===== src/rtl/scan_dr_sequencer.sv =====
// TMS/TDI master that walks a TAP through one DR scan (select, capture, shift, update) per request.
// Optional build macro SCAN_PARITY_EN adds a running XOR of the captured TDO bits on tdo_parity.
module scan_dr_sequencer #(
    parameter int MAX_LEN = 32,
    parameter int LEN_W   = 6
) (
    input  logic               tck,
    input  logic               trst,
    input  logic               start,
    input  logic               reset_tap,
    input  logic [LEN_W-1:0]   scan_len,
    input  logic [MAX_LEN-1:0] tdi_data,
    input  logic               tdo,
    output logic               tms,
    output logic               tdi,
    output logic               busy,
    output logic               done,
    output logic               err,
    output logic [MAX_LEN-1:0] tdo_data,
    output logic               tdo_parity
);

    typedef enum logic [3:0] {
        ST_INIT  = 4'd0,
        ST_IDLE  = 4'd1,
        ST_RST   = 4'd2,
        ST_SEL   = 4'd3,
        ST_CAP   = 4'd4,
        ST_ENT   = 4'd5,
        ST_SHIFT = 4'd6,
        ST_UPD   = 4'd7,
        ST_RET   = 4'd8
    } state_t;

    localparam logic [LEN_W-1:0] PRE_LAST  = LEN_W'(5);
    localparam logic [LEN_W-1:0] MAX_LEN_C = LEN_W'(MAX_LEN);

    state_t             state_r;
    state_t             next_state_s;
    logic [LEN_W-1:0]   count_r;
    logic [LEN_W-1:0]   count_nxt_s;
    logic [LEN_W-1:0]   len_r;
    logic [MAX_LEN-1:0] data_r;
    logic [MAX_LEN-1:0] cap_r;
    logic [MAX_LEN-1:0] tdo_data_r;
    logic               done_r;
    logic               err_r;
    logic               tms_s;
    logic               tdi_s;
    logic               busy_s;
    logic               accept_s;
    logic               reject_s;
    logic               done_nxt_s;
    logic               req_valid_s;

    assign req_valid_s = (scan_len != {LEN_W{1'b0}}) && (scan_len <= MAX_LEN_C);

    // State and bit/preamble counter register.
    always_ff @(posedge tck) begin
        if (trst) begin
            state_r <= ST_INIT;
            count_r <= {LEN_W{1'b0}};
        end else begin
            state_r <= next_state_s;
            count_r <= count_nxt_s;
        end
    end

    // Next-state logic and Moore decode of tms/tdi/busy from state and counter only.
    always_comb begin
        next_state_s = state_r;
        count_nxt_s  = count_r;
        tms_s        = 1'b0;
        tdi_s        = 1'b0;
        busy_s       = 1'b1;
        accept_s     = 1'b0;
        reject_s     = 1'b0;
        done_nxt_s   = 1'b0;
        case (state_r)
            ST_INIT, ST_RST: begin
                // Five TMS=1 cycles reach test_logic_reset from any TAP state; one TMS=0 parks in run_test_idle.
                tms_s = (count_r < PRE_LAST) ? 1'b1 : 1'b0;
                if (count_r == PRE_LAST) begin
                    next_state_s = (state_r == ST_INIT) ? ST_IDLE : ST_SEL;
                    count_nxt_s  = {LEN_W{1'b0}};
                end else begin
                    count_nxt_s  = count_r + LEN_W'(1);
                end
            end
            ST_IDLE: begin
                busy_s = 1'b0;
                if (start) begin
                    if (req_valid_s) begin
                        accept_s     = 1'b1;
                        next_state_s = reset_tap ? ST_RST : ST_SEL;
                        count_nxt_s  = {LEN_W{1'b0}};
                    end else begin
                        reject_s     = 1'b1;
                    end
                end else begin
                    next_state_s = ST_IDLE;
                end
            end
            ST_SEL: begin
                tms_s        = 1'b1;
                next_state_s = ST_CAP;
            end
            ST_CAP: begin
                next_state_s = ST_ENT;
            end
            ST_ENT: begin
                next_state_s = ST_SHIFT;
                count_nxt_s  = {LEN_W{1'b0}};
            end
            ST_SHIFT: begin
                tdi_s = data_r[0];
                if (count_r == (len_r - LEN_W'(1))) begin
                    tms_s        = 1'b1;
                    next_state_s = ST_UPD;
                    count_nxt_s  = {LEN_W{1'b0}};
                end else begin
                    count_nxt_s  = count_r + LEN_W'(1);
                end
            end
            ST_UPD: begin
                tms_s        = 1'b1;
                next_state_s = ST_RET;
            end
            ST_RET: begin
                next_state_s = ST_IDLE;
                done_nxt_s   = 1'b1;
            end
            default: begin
                tms_s        = 1'b1;
                next_state_s = ST_INIT;
                count_nxt_s  = {LEN_W{1'b0}};
            end
        endcase
    end

    // Request latch, TDI shifter, TDO capture and result/pulse registers.
    always_ff @(posedge tck) begin
        if (trst) begin
            len_r      <= {LEN_W{1'b0}};
            data_r     <= {MAX_LEN{1'b0}};
            cap_r      <= {MAX_LEN{1'b0}};
            tdo_data_r <= {MAX_LEN{1'b0}};
            done_r     <= 1'b0;
            err_r      <= 1'b0;
        end else begin
            done_r <= done_nxt_s;
            err_r  <= reject_s;
            if (accept_s) begin
                len_r  <= scan_len;
                data_r <= tdi_data;
                // Cleared here so bits at or above scan_len read back as 0.
                cap_r  <= {MAX_LEN{1'b0}};
            end else if (state_r == ST_SHIFT) begin
                data_r <= {1'b0, data_r[MAX_LEN-1:1]};
                for (int j = 0; j < MAX_LEN; j++) begin
                    if (count_r == LEN_W'(j)) begin
                        cap_r[j] <= tdo;
                    end
                end
            end
            if (done_nxt_s) begin
                tdo_data_r <= cap_r;
            end
        end
    end

`ifdef SCAN_PARITY_EN
    logic parity_acc_r;
    logic tdo_parity_r;

    function automatic logic parity_step(input logic acc, input logic bit_in);
        return acc ^ bit_in;
    endfunction

    // Running parity of sampled TDO bits, published together with tdo_data.
    always_ff @(posedge tck) begin
        if (trst) begin
            parity_acc_r <= 1'b0;
            tdo_parity_r <= 1'b0;
        end else begin
            if (accept_s) begin
                parity_acc_r <= 1'b0;
            end else if (state_r == ST_SHIFT) begin
                parity_acc_r <= parity_step(parity_acc_r, tdo);
            end
            if (done_nxt_s) begin
                tdo_parity_r <= parity_acc_r;
            end
        end
    end

    assign tdo_parity = tdo_parity_r;
`else
    assign tdo_parity = 1'b0;
`endif

    assign tms      = tms_s;
    assign tdi      = tdi_s;
    assign busy     = busy_s;
    assign done     = done_r;
    assign err      = err_r;
    assign tdo_data = tdo_data_r;

endmodule


===== config.mk =====
export PLATFORM = sky130hd
export DESIGN_NAME = scan_dr_sequencer
export DESIGN_NICKNAME = d
export VERILOG_FILES = /design/src/rtl/scan_dr_sequencer.sv
export SDC_FILE = /design/constraint.sdc
export NUM_CORES = 1
export LEC_CHECK = 0
export ABC_AREA = 1
export CELL_PAD_IN_SITES_DETAIL_PLACEMENT = 1
export CELL_PAD_IN_SITES_GLOBAL_PLACEMENT = 2
export CORE_MARGIN = 1.5
export CORE_UTILIZATION = 33
export CTS_BUF_LIST = sky130_fd_sc_hd__clkbuf_8
export CTS_CLUSTER_DIAMETER = 100
export DETAILED_ROUTE_END_ITERATION = 8
export GPL_ROUTABILITY_DRIVEN = 0
export PLACE_DENSITY_LB_ADDON = 0.12
export SLEW_MARGIN = 20
export SYNTH_ARGS = -nofsm -noshare
export SYNTH_HDL_FRONTEND = slang
export SYNTH_SLANG_ARGS = --single-unit
export TNS_END_PERCENT = 20

===== constraint.sdc =====
create_clock -name tck -period 3.8 [get_ports tck]
set_input_delay 0.76 -clock tck [delete_from_list [all_inputs] [get_ports tck]]
set_output_delay 0.76 -clock tck [all_outputs]
set_load 0.02 [all_outputs]

After elaboration in Yosys (flattened, before gate mapping)
Cells that the tools add are included.
W data, S select, Z words.
{ "op_classes": {"add_sub_neg": 2, "magnitude_cmp": 2, "eq_ne": 45, "muxes": 24, "bitwise": 3, "n_reduce_logical": 44} }
{ "ops": {"columns": ["operator", "count"], "rows": [
  ["$eq A6 B5 Y1 const B", 16],
  ["$mux W32", 2],
  ["$reduce_and A2 Y1", 32],
  ["$eq A6 B4 Y1 const B", 8],
  ["$pmux W4 S8", 1],
  ["$eq A6 B3 Y1 const B", 4],
  ["$mux W6", 4],
  ["$pmux W6 S4", 1],
  ["$eq A4 B3 Y1 const B", 4],
  ["$mux W4", 4],
  ["$eq A6 B2 Y1 const B", 2],
  ["$mux W1", 10],
  ["$eq A4 B2 Y1 const B", 2],
  ["$ne A2 B2 Y1 const B", 4],
  ["$reduce_or A4 Y1", 2],
  ["$add A6 B1 Y6 const B", 1],
  ["$eq A6 B1 Y1 const B", 1],
  ["$eq A6 B6 Y1", 1],
  ["$le A6 B6 Y1 const B", 1],
  ["$logic_not A6 Y1", 1],
  ["$lt A6 B3 Y1 const B", 1],
  ["$reduce_and A3 Y1", 2],
  ["$reduce_bool A6 Y1", 1],
  ["$sub A6 B1 Y6 const B", 1],
  ["other kinds (11)", 14]
]} }
{ "word_totals": {"regBits": 114, "in_bits": 43, "elab_cells": 159} }

Depth between registers and ports, before layout
{ "logic_depth": {"depth_word": 6, "ltp_mapped": 15} }

Worst setup path before layout
Ideal clock, no wire load.
{ "synth_timing": {"path_kind": "flip-flop to output port", "from": "register len_r[0]", "to": "output tms", "arrival_time_ns": 1.495, "required_time_ns": 3.040, "path_slack_ns": 1.545, "path_stages_with_launch": 8, "cell_sequence": "dfxtp_1 > inv_1 > ha_1 > xor2_1 > nand3_1 > nor2_1 > nand3_1 > o221ai_1"} }
{ "synth_between": {"elab_chain_cells": 4} }
{ "synth_rtl": {"columns": ["item", "line", "rtl"], "rows": [
  ["start, declared", "42", "logic [LEN_W-1:0] len_r;"],
  ["start signal, assigned", "144", "len_r <= {LEN_W{1'b0}};"],
  ["start signal, assigned", "154", "len_r <= scan_len;"],
  ["$sub A6 B1 Y6", "117", "if (count_r == (len_r - LEN_W'(1))) begin"],
  ["$eq A6 B6 Y1", "117", null],
  ["$mux W1", "117", null],
  ["$pmux W1 S3", "79", "case (state_r)"],
  ["end, declared", "14", "output logic tms,"]
]} }
No other way between the ends.

Worst setup path in the final report
Same ends and word-level chain as after synthesis.

==> summary.log <==
INFO  outcome        run_status=completed
INFO  routing        routed_wire_length_per_instance=14.3um
INFO  setup_path     setup.worst_path.start_class=flop
INFO  timing         timing.max_slew.rel_slack=0.342
INFO  placed_design  pre_cts_slack=931ps
INFO  synth          synth-async-reset-ratio=0
INFO  cts            tritoncts=yes
INFO  flow_run       max_cap_viol_count=0
INFO  cts            post_cts_setup_inserts=0
INFO  floorplanning  floorplan.die_area=15,700um^2
INFO  timing         max_clock_freq=0.308GHz
INFO  final_layout   postLayoutCellArea=6190um^2
INFO  synth          postSynthCellCount=684
INFO  cts            clockBufferDepth=2
INFO  cts            worstSkewPairLatency=430ps
INFO  global_route   grt_overflow=0
INFO  setup_path     total_buffers_and_inverters_traversed_by_the_critical_path=3
INFO  timing         rsz0062_at_grt=no
INFO  timing         report.final.hold_viol_count=0
INFO  floorplanning  core_box_area=14,600um^2
INFO  global_route   busiest_metal_layer_after_global_routing=met2
INFO  floorplanning  initial_standard_cell_utilization_of_the_core=0.338
INFO  pwr            leakage=2.44nW
INFO  final_layout   fillerInstances=1,806
INFO  setup_path     crit_slowest_cell=clkdlybuf4s50_1
INFO  placed_design  detailedPlacementHpwl=9.47mm
INFO  final_layout   num-nets-final=800
INFO  global_route   grt_util_met2=0.316
INFO  setup_path     worstSetupPathType=reg -> out
INFO  setup_path     crit_chain=inv_1 > ha_1 > inv_1 > nand2_1 > nand2_1 > nand2_1 > nand3_1 > nor2_1 > nand3_1 > o221ai_1 > clkdlybuf4s50_1
INFO  setup_path     timing.critical_path.max_delay_family=buffers and inverters
INFO  final_layout   syn2layout_area_growth=25.5%
INFO  global_route   grt_use_met1=0.224
INFO  cts            cts_hold_buffers=0
INFO  placed_design  dpl.cell_count=915
INFO  routing        drt.antenna.violating_nets=0
INFO  timing         worst_clock_skew=9.18ps
INFO  final_layout   finish.cell_count_without_fillers=946
INFO  synth          synth-seq-area-share=0.462
INFO  timing         setup_tns=0ps
INFO  routing        postRouteWirelength=13.5mm
INFO  global_route   met3_usage=0.0428
INFO  synth          syn_area=4930um^2
INFO  cts            number_of_buffers_created_by_cts=17
INFO  timing         final_worst_path_cycle_share=0.854
INFO  routing        initialDrtViolationCount=183
INFO  setup_path     critPathCaptureType=output pin
INFO  routing        vias=4,594
INFO  setup_path     timing.critical_path.arrival=2490ps
INFO  final_layout   layout-drive-gt1-share=0.0696
INFO  pwr            p_per_area=387nW/um^2
INFO  timing         finalSetupViolCount=0
INFO  synth          postSynth.topFlopCell=dfxtp_1
INFO  timing         final.setup.worst_slack=555ps
INFO  timing         final_period_minus_worst_setup_slack=3250ps
INFO  global_route   grt_start_max_net_pins=39
INFO  routing        firstDrtPassIters=4
INFO  cts            htree_levels=4
INFO  routing        route.detailed.vias_per_inst=4.86
INFO  global_route   globalRouteTotalUtil=0.183
INFO  global_route   grt_antenna_before_repair=0
INFO  synth          syn_area_per_cell=7.21um^2
INFO  pwr            ir_drop=0.180mV
INFO  synth          postSynthRegisterBits=114
INFO  floorplanning  boundaryPins=81
INFO  final_layout   antenna_cells=0
INFO  cts            clk_root_buffer_cell=clkbuf_8
INFO  floorplanning  die_w=125um
INFO  setup_path     timing.critical_path.mode_cell=nand2_1
INFO  cts            clock_sinks=114
INFO  placed_design  place_area=5830um^2
INFO  global_route   global_route_wire_length_before_repair=23.4mm
INFO  routing        number_of_remaining_drc_errors=0
INFO  timing         tightestPinTransition=986ps
INFO  setup_path     critical-path-max-stage-delay=650ps
INFO  cts            cts.reportedPaths.clkPinSlew=60ps
INFO  final_layout   final_util=0.425
INFO  timing         final_max_slew_viol_count=0
INFO  min_path       timing.hold.worst.class=reg -> reg
INFO  global_route   grt_pass1_vias=4,797
INFO  floorplanning  num_rows=44
INFO  synth          synth_edf_count=0
INFO  synth          synth_nets=733
INFO  synth          synth.lib_cells_used.distinct=31
INFO  setup_path     required=3040ps
INFO  synth          synth-warning-count=0
INFO  cts            cts_resized=0
INFO  setup_path     timing.critical_path.fanout_max=5
INFO  floorplanning  die_y=125um
INFO  placed_design  numPortBuffers=79
==> per-stage QoR <==
stage | hold WS (ps) | power, mW
after floorplan | 439 | 1.33
after global placement | 452 | 1.41
after detailed placement | 455 | 1.42
after CTS | 465 | 2.44
after global routing | 480 | 2.51
final | 462 | 2.40
==> layout make-up <==
type                    instances  area, um^2  area share
well taps                     184         230      0.0372
inverters                      41         154      0.0248
flip-flops and latches        114        2280       0.368
clock buffers                  20         275      0.0444
multi-input cells             489        2310       0.374
clock inverters                10        72.6      0.0117
repair buffers                 88         866       0.140
==> cells by family after synthesis <==
kind of cell	Yosys count	synth area share
flip-flops	114	0.462
buffers and inverters	81	0.0692
AND/OR/NAND/NOR	347	0.289
XOR/XNOR	7	0.0124
adder cells (fa/ha/maj)	6	0.0152
other	1	0.000760
AO/OA/AOI/OAI	128	0.151
==> synthesized netlist by cell type, drive strengths merged (2+ instances only) <==
cell type | count | area, um^2
nand3 | 37 | 195
nor2 | 105 | 422
ha | 6 | 75.1
inv | 41 | 154
a311oi | 11 | 96.3
o21ai | 39 | 195
a21oi | 41 | 205
nor3 | 3 | 31.3
o2111ai | 2 | 17.5
xor2 | 7 | 61.3
a31oi | 31 | 194
buf | 19 | 108
dfxtp | 114 | 2280
nand2 | 200 | 761
clkbuf | 21 | 80.1
o211ai | 2 | 15.0
==> path summary, 6_finish.rpt <==
path / from / end / slack (ps) / cells after the start
worst max register to register: state_r[0]$_SDFFE_PP0P_ / tdo_data[13]$_SDFFE_PP0P_ / 1800 / 7
worst max-delay path: len_r[0]$_SDFFE_PP0N_ / tms / 550 / 11
worst min-delay path: cap_r[4]$_SDFFE_PP0P_ / cap_r[4]$_SDFFE_PP0P_ / 460 / 2
worst min register to register: cap_r[4]$_SDFFE_PP0P_ / cap_r[4]$_SDFFE_PP0P_ / 460 / 2
==> worst min-delay path: cells and delay by family (launching register included) <==
| family | cells | cell delay [ps] |
|---|---|---|
| flip-flops | 1 | 310 |
| AND/OR/NAND/NOR | 1 | 60 |
| AO/OA/AOI/OAI | 1 | 50 |
==> state kept, by name, indices dropped and copies added (netlist names) <==
signal / cells
data_r: 32
count_r: 6
err: 1
state_r: 4
tdo_data: 32
cap_r: 32
len_r: 6
done: 1
==> per-layer routing <==
layer  up-vias  share of wire
li1       2357              -
met2        82           0.48
met3        16          0.033
met1      2139           0.47
met5         -              0
met4         0          0.015
==> report_power, final <==
part           switching, mW  total (mW)  internal, mW
sequential            0.0117        1.22          1.20
clock                  0.463        1.01         0.546
combinational          0.100       0.172        0.0717
==> cell usage in the layout, fill, tap and decap left out, types with 2 or more instances in the layout <==
| cell | Yosys | layout |
|---|---|---|
| a21oi_1 | 41 | 41 |
| a311oi_1 | 11 | 11 |
| a31oi_1 | 31 | 31 |
| buf_4 | 5 | 8 |
| clkbuf_8 | 0 | 20 |
| clkdlybuf4s50_1 | 0 | 79 |
| clkinv_2 | 0 | 3 |
| dfxtp_1 | 114 | 114 |
| ha_1 | 6 | 6 |
| inv_1 | 36 | 41 |
| inv_2 | 5 | 5 |
| nand2_1 | 198 | 198 |
| nand3_1 | 35 | 35 |
| nand3_2 | 2 | 2 |
| nor2_1 | 100 | 99 |
| nor2_2 | 2 | 3 |
| nor2_4 | 3 | 3 |
| o2111ai_1 | 2 | 2 |
| o211ai_1 | 2 | 2 |
| o21ai_0 | 39 | 39 |
| xor2_1 | 7 | 7 |
Power figures use the tool's default switching activity.
